$ cat config.mk
export PLATFORM = sky130hd
export DESIGN_NAME = range_counter
export DESIGN_NICKNAME = d
export VERILOG_FILES = /design/src/rtl/range_counter_pkg.sv /design/src/rtl/range_counter_next.sv /design/src/rtl/range_counter.sv
export SDC_FILE = /design/constraint.sdc
export NUM_CORES = 1
export LEC_CHECK = 0
export ABC_AREA = 1
export BUFFER_PORTS_ARGS = -buffer_cell sky130_fd_sc_hd__buf_2
export CAP_MARGIN = 0
export CORE_MARGIN = 2
export CORE_UTILIZATION = 55
export CTS_BUF_LIST = sky130_fd_sc_hd__clkbuf_8
export DETAILED_ROUTE_END_ITERATION = 10
export PLACE_DENSITY = 0.82
export SYNTH_ARGS = -nofsm -noshare
export SYNTH_HDL_FRONTEND = slang
export SYNTH_SLANG_ARGS = --single-unit
export TNS_END_PERCENT = 50
$ cat constraint.sdc
create_clock -name clk -period 1.81 [get_ports clk]
set_input_delay 0.181 -clock clk [delete_from_list [all_inputs] [get_ports clk]]
set_output_delay 0.181 -clock clk [all_outputs]
set_load 0.02 [all_outputs]
$ cat src/rtl/range_counter_pkg.sv
// Shared encodings for the range counter: step mode and count direction.
package range_counter_pkg;

    typedef enum logic {
        MODE_WRAP = 1'b0,
        MODE_SAT  = 1'b1
    } mode_e;

    typedef enum logic {
        DIR_DOWN = 1'b0,
        DIR_UP   = 1'b1
    } dir_e;

endpackage

$ cat src/rtl/range_counter_next.sv
// Combinational next-count and terminal-count decode for range_counter.
module range_counter_next
    import range_counter_pkg::*;
#(
    parameter int unsigned WIDTH = 4
) (
    input  logic [WIDTH-1:0] count_q_i,
    input  logic             en_i,
    input  logic             up_dn_i,
    input  logic             mode_i,
    input  logic             load_i,
    input  logic [WIDTH-1:0] data_i,
    input  logic [WIDTH-1:0] lo_i,
    input  logic [WIDTH-1:0] hi_i,
    input  logic             oor_i,
    input  logic             cfg_err_i,
    output logic [WIDTH-1:0] count_d_o,
    output logic             tc_d_o
);

    logic sat;
    logic up;

    assign sat = (mode_i == MODE_SAT);
    assign up  = (up_dn_i == DIR_UP);

    always_comb begin
        count_d_o = count_q_i;
        tc_d_o    = 1'b0;
        if (load_i) begin
            count_d_o = data_i;
        end else if (en_i && !cfg_err_i) begin
            // Bounds are tested before +/-1, so the arithmetic never wraps mod 2^WIDTH.
            if (oor_i) begin
                count_d_o = up ? lo_i : hi_i;
            end else if (up) begin
                if (count_q_i == hi_i) begin
                    tc_d_o    = 1'b1;
                    count_d_o = sat ? hi_i : lo_i;
                end else begin
                    count_d_o = count_q_i + 1'b1;
                end
            end else begin
                if (count_q_i == lo_i) begin
                    tc_d_o    = 1'b1;
                    count_d_o = sat ? lo_i : hi_i;
                end else begin
                    count_d_o = count_q_i - 1'b1;
                end
            end
        end
    end

endmodule

$ cat src/rtl/range_counter.sv
// Up/down counter bounded by runtime [lo,hi] with wrap or saturate at the bounds.
module range_counter
    import range_counter_pkg::*;
#(
    parameter int unsigned WIDTH   = 4,
    parameter int unsigned RST_VAL = 3
) (
    input  logic             clk,
    input  logic             rst,
    input  logic             en,
    input  logic             up_dn,
    input  logic             mode,
    input  logic             load,
    input  logic [WIDTH-1:0] data,
    input  logic [WIDTH-1:0] lo,
    input  logic [WIDTH-1:0] hi,
    output logic [WIDTH-1:0] count,
    output logic             tc,
    output logic             oor,
    output logic             cfg_err
);

    localparam logic [WIDTH-1:0] RST_COUNT = WIDTH'(RST_VAL);

    logic [WIDTH-1:0] count_q;
    logic [WIDTH-1:0] count_d;
    logic             tc_q;
    logic             tc_d;

    assign oor     = (count_q < lo) || (count_q > hi);
    assign cfg_err = (lo > hi);
    assign count   = count_q;
    assign tc      = tc_q;

    range_counter_next #(
        .WIDTH(WIDTH)
    ) u_next (
        .count_q_i (count_q),
        .en_i      (en),
        .up_dn_i   (up_dn),
        .mode_i    (mode),
        .load_i    (load),
        .data_i    (data),
        .lo_i      (lo),
        .hi_i      (hi),
        .oor_i     (oor),
        .cfg_err_i (cfg_err),
        .count_d_o (count_d),
        .tc_d_o    (tc_d)
    );

    always_ff @(posedge clk) begin
        if (rst) begin
            count_q <= RST_COUNT;
            tc_q    <= 1'b0;
        end else begin
            count_q <= count_d;
            tc_q    <= tc_d;
        end
    end

endmodule
# Word level (Yosys, flattened, before mapping)
# Cells that the tools add are included.
# word_totals
ram_bits,0
latch_bits,0
ff_bits,5
memories,0
out_inout_bits,7
romBits,0
# op_classes
multipliers,0
n_lt_le_gt_ge,3
addsub,2
div_mod_pow,0
muxes,12
shift,0
n_bitwise,1
eq_ne,2
n_reduce_logical,5
# ops
op,n
$mux W4,9
$eq A4 B4 Y1,2
$gt A4 B4 Y1,2
$add A4 B1 Y4 const B,1
$lt A4 B4 Y1,1
$reduce_or A4 Y1,1
$sub A4 B1 Y4 const B,1
$mux W1,3
$reduce_bool A2 Y1,1
$logic_and A1 B1 Y1,1
$logic_not A1 Y1,1
$logic_or A1 B1 Y1,1
$not A1 Y1,1

# Depth between registers and ports, before layout
# depth
word_depth,6
ltp_mapped,14
depth_no_buf,14

# Modules after synthesis
# A second synthesis with hierarchy kept.
# hier_totals
cells_unflattened,205
hier_area_um2,1203.7
# modules_own_cells
mod,cells_each,n_inst,area_per_inst_um2
range_counter_next,144,1,782.0
range_counter,61,1,421.7

# Worst setup path after synthesis
# OpenSTA, ideal clock, no wires.
# synth_path
path_kind,reg2reg
from,reg count_q[0] (netlist: count[0])
to,reg count_q[0] (netlist: count[0])
arrival_time_ns,1.585
path_stages_with_launch,10
setup_ns,0.121
slack_ns,0.104
period_less_slack_ns,1.706
cell_sequence,dfxtp_1 inv_1 ha_1 nand3_4 nand2_2 nand2_4 inv_4 o211ai_2 nand3_1 nand3_1
# synth_via
word_cells_on_any_way,13
cone_classes,2 x add/sub; 2 x order compare; 2 x eq/ne; 6 x mux; 1 x reduce/logical
# synth_rtl
item,line_no,text
start: declaration,range_counter.sv:25,logic [WIDTH-1:0] count_q;
start signal: assignment,range_counter.sv:57,count_q <= count_d;
$lt A4 B4 Y1 or $gt A4 B4 Y1 (tied branches),range_counter.sv:30,assign oor = (count_q < lo) || (count_q > hi);
$logic_or A1 B1 Y1 (*),range_counter.sv:30,
via oor,range_counter.sv:19,"output logic oor,"
$mux W4 (*),range_counter_next.sv:34,if (oor_i) begin
$mux W4 (*),range_counter_next.sv:32,end else if (en_i && !cfg_err_i) begin
$mux W4 (*),range_counter_next.sv:30,if (load_i) begin
# Mark *: on every way through the listed nets, which the timed path passes. The rest lies on a longest branch. The select of a mux whose other input is x is not followed.
# A chain may end at the register's enable or synchronous reset.

# Worst setup path in the final report
# layout_path
from,reg count_q[0] (netlist: count[0])
to,out oor
# layout_via
elab_chain_len,2
word_cells_on_any_way,3
cone_classes,2 x order compare; 1 x reduce/logical
# layout_lines
item,line_no
$lt A4 B4 Y1 or $gt A4 B4 Y1 (tied branches),range_counter.sv:30
$logic_or A1 B1 Y1 (*),range_counter.sv:30
end: declaration,range_counter.sv:19
# Every way passes the cells marked *; elsewhere a longest branch is shown, timed or not.

==> impl_metrics.csv <==
group,metric,value,unit
timing,final-hold-violation-count,0,
yosys,yosys.area.top_type,"sky130_fd_sc_hd__ha_1",
power_and_ir_drop,sw_frac_of_total,42.64,%
global_route,grt_first_pass_wirelength,4036,µm
placed_design,detailedPlace.worstSlack,0.2542,ns
yosys,synth_top_area_share,17.57,%
floorplanning,floorplan.die.height,46.58,µm
power_and_ir_drop,p_leak,0.0006686,µW
yosys,average_cell_area_after_synthesis,6.352,µm²
timing,skew,0.001493,ns
yosys,post_synth_num_cell_types,26,
yosys,synth_area_leaders,"sky130_fd_sc_hd__ha_1 (18%), sky130_fd_sc_hd__nand2_1 (14%), sky130_fd_sc_hd__dfxtp_1 (10%)",
finish,final_core_util,70.04,%
finish,nNetsFinal,219,
routing,wire_per_inst,12.03,µm
setup_path,critical-path-max-stage-delay,0.33,ns
setup_path,r2r.worst_path.cells,9,
timing,unrepaired_setup_endpoints_after_global_routing,"no",
timing,achievable-frequency,592.7,MHz
setup_path,timing.reg2reg.setup_slack,0.23,ns
setup_path,cp_top_family,"simple AND/OR/NAND/NOR gates",
setup_path,worst_ep_arrival_time,1.51,ns
setup_path,worst_ep_required_time,1.63,ns
floorplanning,boundary_pins,25,
routing,drt-total-wl,2538,µm
setup_path,path_cells,"inv_1 -> ha_1 -> nand3_4 -> nand2_2 -> nand2_4 -> buf_2",
global_route,via_count_of_the_first_global_routing_pass,940,
power_and_ir_drop,switchingPower,301.9,µW
clock_network,cts-buffers-inserted,3,
clock_network,max-clock-path-buffers,2,
yosys,synth_flop_cell,"sky130_fd_sc_hd__dfxtp_1",
timing,setup-tns-final,0,ns
finish,instances_no_fill,211,
yosys,fraction_of_registers_with_async_set_or_reset_after_synthesis,0,%
floorplanning,die_w,46.58,µm
setup_path,r2r-start,"count[0]",
power_and_ir_drop,power.sequential.fraction,18.0,%
setup_path,end_kind,"primary output",
yosys,sequential_area_share_after_synthesis,10.04,%
placed_design,number_of_buffers_added_on_ports,24,
routing,avgViaCountPerCell,5.227,
hold_path,worst_hold_path.num_cells,2,
routing,drt_first_iter_violations,34,
timing,tightest_slew_margin_relative_to_the_limit,78.60,%
clock_network,cts_tree,"built",
yosys,synth_cells,157,
global_route,grt_start_max_net_pins,17,
setup_path,critPathLaunchType,"flop",
hold_path,hold_path_class,"in -> reg",
floorplanning,core_region_area,0.001708,mm²
yosys,postSynthRegisterBits,5,
routing,drc,0,
routing,ant_nets,0,
routing,vias,1103,
routing,drt_first_pass_iters,4,
setup_path,critical_path_class,"reg -> out",
finish,ratio_of_cells_with_drive_above_1_in_the_final_layout,29.57,%
placed_design,dp.final_hpwl,2049,µm
floorplanning,fp.dieArea,0.002170,mm²
timing,setup_violations,0,
hold_path,worstHoldEndpoint,"count[3]",
yosys,synth_commonest_cells,"sky130_fd_sc_hd__nand2_1 (38), sky130_fd_sc_hd__inv_1 (23), sky130_fd_sc_hd__nand3_1 (16)",
clock_network,holdBufCountCts,0,
finish,insertedDiodeCount,0,
finish,layout-area-overhead-vs-synth,19.95,%
yosys,syn_nets,189,
yosys,post-synth-top-count-cell,"sky130_fd_sc_hd__nand2_1",
setup_path,cp_max_fo,7,
hold_path,hp-start,"rst",
clock_network,clkSlewWorstSetupHoldPaths,0.04,ns
setup_path,regToRegEndpoint,"count[0]",
clock_network,clockRootBuffer,"sky130_fd_sc_hd__clkbuf_8",
timing,max_slew_violation_count,0,
placed_design,place.gp.congestion,0.8897,
global_route,track_usage,25.96,%
clock_network,clk-insertion-delay-late,0.22,ns
timing,finalWorstPathRequiredPeriod,1.687,ns
power_and_ir_drop,irDropWorstVdd,0.0007304,V
power_and_ir_drop,comb_power_share,53.3,%
timing,max_slew.worst_pin.slew,0.3210,ns
yosys,synth-edff-count,0,
global_route,number_of_antenna_violations_at_the_first_check_in_global_routing,0,
power_and_ir_drop,power_report.internal_total,406.1,µW
status,run_status,"completed",
clock_network,clock_tree.htree_level_count,1,
setup_path,path_buf_inv,2,
run,reported_max_cap_violation_count,0,
clock_network,cts_post_setup_buffers_inserted,0,
setup_path,timing.critical_path.slowest_stage_cell,"sky130_fd_sc_hd__ha_1",
clock_network,cts.sink_count,5,
yosys,synth.yosys.warnings,0,
clock_network,cts_resized,0,
global_route,grt_remaining_overflow,0,
floorplanning,std_cell_rows,15,
placed_design,placed_cells,207,
power_and_ir_drop,pwr_density_cell,591.9,mW/mm²
yosys,netlist_area,997.2,µm²
floorplanning,initial_core_util,58.39,%
timing,fin_ws,0.1228,ns
power_and_ir_drop,clock_power_share,28.7,%
timing,fin_crit_sh,93.21,%
[worst reg2reg max path, cell delays in order (launching register included)]
cell,delay (ns)
sky130_fd_sc_hd__dfxtp_1,0.32
sky130_fd_sc_hd__inv_1,0.11
sky130_fd_sc_hd__ha_1,0.34
sky130_fd_sc_hd__nand3_4,0.14
sky130_fd_sc_hd__nand2_2,0.12
sky130_fd_sc_hd__nand2_4,0.09
sky130_fd_sc_hd__inv_4,0.10
sky130_fd_sc_hd__o211ai_2,0.09
sky130_fd_sc_hd__nand3_1,0.09
sky130_fd_sc_hd__nand3_1,0.07
[cell usage in the layout (no fill, tap or decap)]
master / instances
sky130_fd_sc_hd__inv_1: 24
sky130_fd_sc_hd__nor3_1: 1
sky130_fd_sc_hd__nor2_1: 7
sky130_fd_sc_hd__o211ai_2: 2
sky130_fd_sc_hd__o21ai_0: 5
sky130_fd_sc_hd__nand2_4: 1
sky130_fd_sc_hd__o21ai_1: 4
sky130_fd_sc_hd__nand3_2: 5
sky130_fd_sc_hd__a21oi_1: 12
sky130_fd_sc_hd__nor2_2: 1
sky130_fd_sc_hd__clkbuf_8: 3
sky130_fd_sc_hd__dfxtp_1: 5
sky130_fd_sc_hd__inv_2: 2
sky130_fd_sc_hd__nand3_4: 1
sky130_fd_sc_hd__ha_1: 14
sky130_fd_sc_hd__xnor2_1: 2
sky130_fd_sc_hd__o211ai_1: 2
sky130_fd_sc_hd__nand2_1: 38
sky130_fd_sc_hd__nor2_4: 1
sky130_fd_sc_hd__o21ai_2: 4
sky130_fd_sc_hd__buf_2: 24
sky130_fd_sc_hd__nand3_1: 16
sky130_fd_sc_hd__nand2_2: 5
sky130_fd_sc_hd__a21oi_2: 1
sky130_fd_sc_hd__buf_4: 4
sky130_fd_sc_hd__inv_4: 1
sky130_fd_sc_hd__nand4_1: 1
[stage by stage]
| step | power, µW | cell area, µm² | hold WS, ns |
|---|---|---|---|
| global route | 763.6 | 1196 | 0.1879 |
| CTS | 712.4 | 1196 | 0.1801 |
| global placement | 495.7 | 1151 | 0.4048 |
| floorplan | 400.3 | 997.2 | 0.2434 |
| detailed placement | 502.9 | 1151 | 0.4084 |
| finish | 708.0 | 1196 | 0.1825 |
[power groups by stage]
stage | combinational (µW) | sequential (µW) | clock [µW]
2_1_floorplan | 256 | 145 | 0
3_3_place_gp | 367 | 129 | 0
3_5_place_dp | 373 | 129 | 0
4_1_cts | 377 | 128 | 208
5_1_grt | 423 | 129 | 212
6_report | 378 | 127 | 203
[metal layers]
metal / global-route usage, % / share of wire (%)
met5: 0 / 0
met1: 36.19 / 46
met3: 5.882 / 5.9
met2: 43.06 / 48
met4: 0 / 0
[logic make-up after synthesis]
family          after synthesis  synth area share (%)
compound gates               30                 18.94
xor+xnor                      2                 1.757
flops                         5                 10.04
fa+ha+maj                    14                 17.57
buf+inv                      29                 12.80
simple gates                 77                 38.90
[cell type report]
class                   instances  area [µm²]
repair buffers                 28       150.1
inverters                      26       100.1
well taps                      25       31.28
fillers                       151       511.7
clock inverters                 1       3.754
multi-input cells             123       769.5
flip-flops and latches          5       100.1
clock buffers                   3       41.29
[registers in the layout, indices dropped and copies added (netlist names)]
name	flops
tc	1
count	4
[how the worst max path moves through the flow]
stage | start | end | slack [ns] | depth (start not counted)
floorplan | count[0] | count[0] | 0.10 | 9
global placement | hi[2] | count[0] | 0.26 | 12
detailed placement | hi[2] | count[0] | 0.25 | 12
CTS | count[3] | oor | 0.12 | 7
global route | count[0] | oor | 0.04 | 10
finish | count[0] | oor | 0.12 | 6
(Power assumes the default switching activity.)
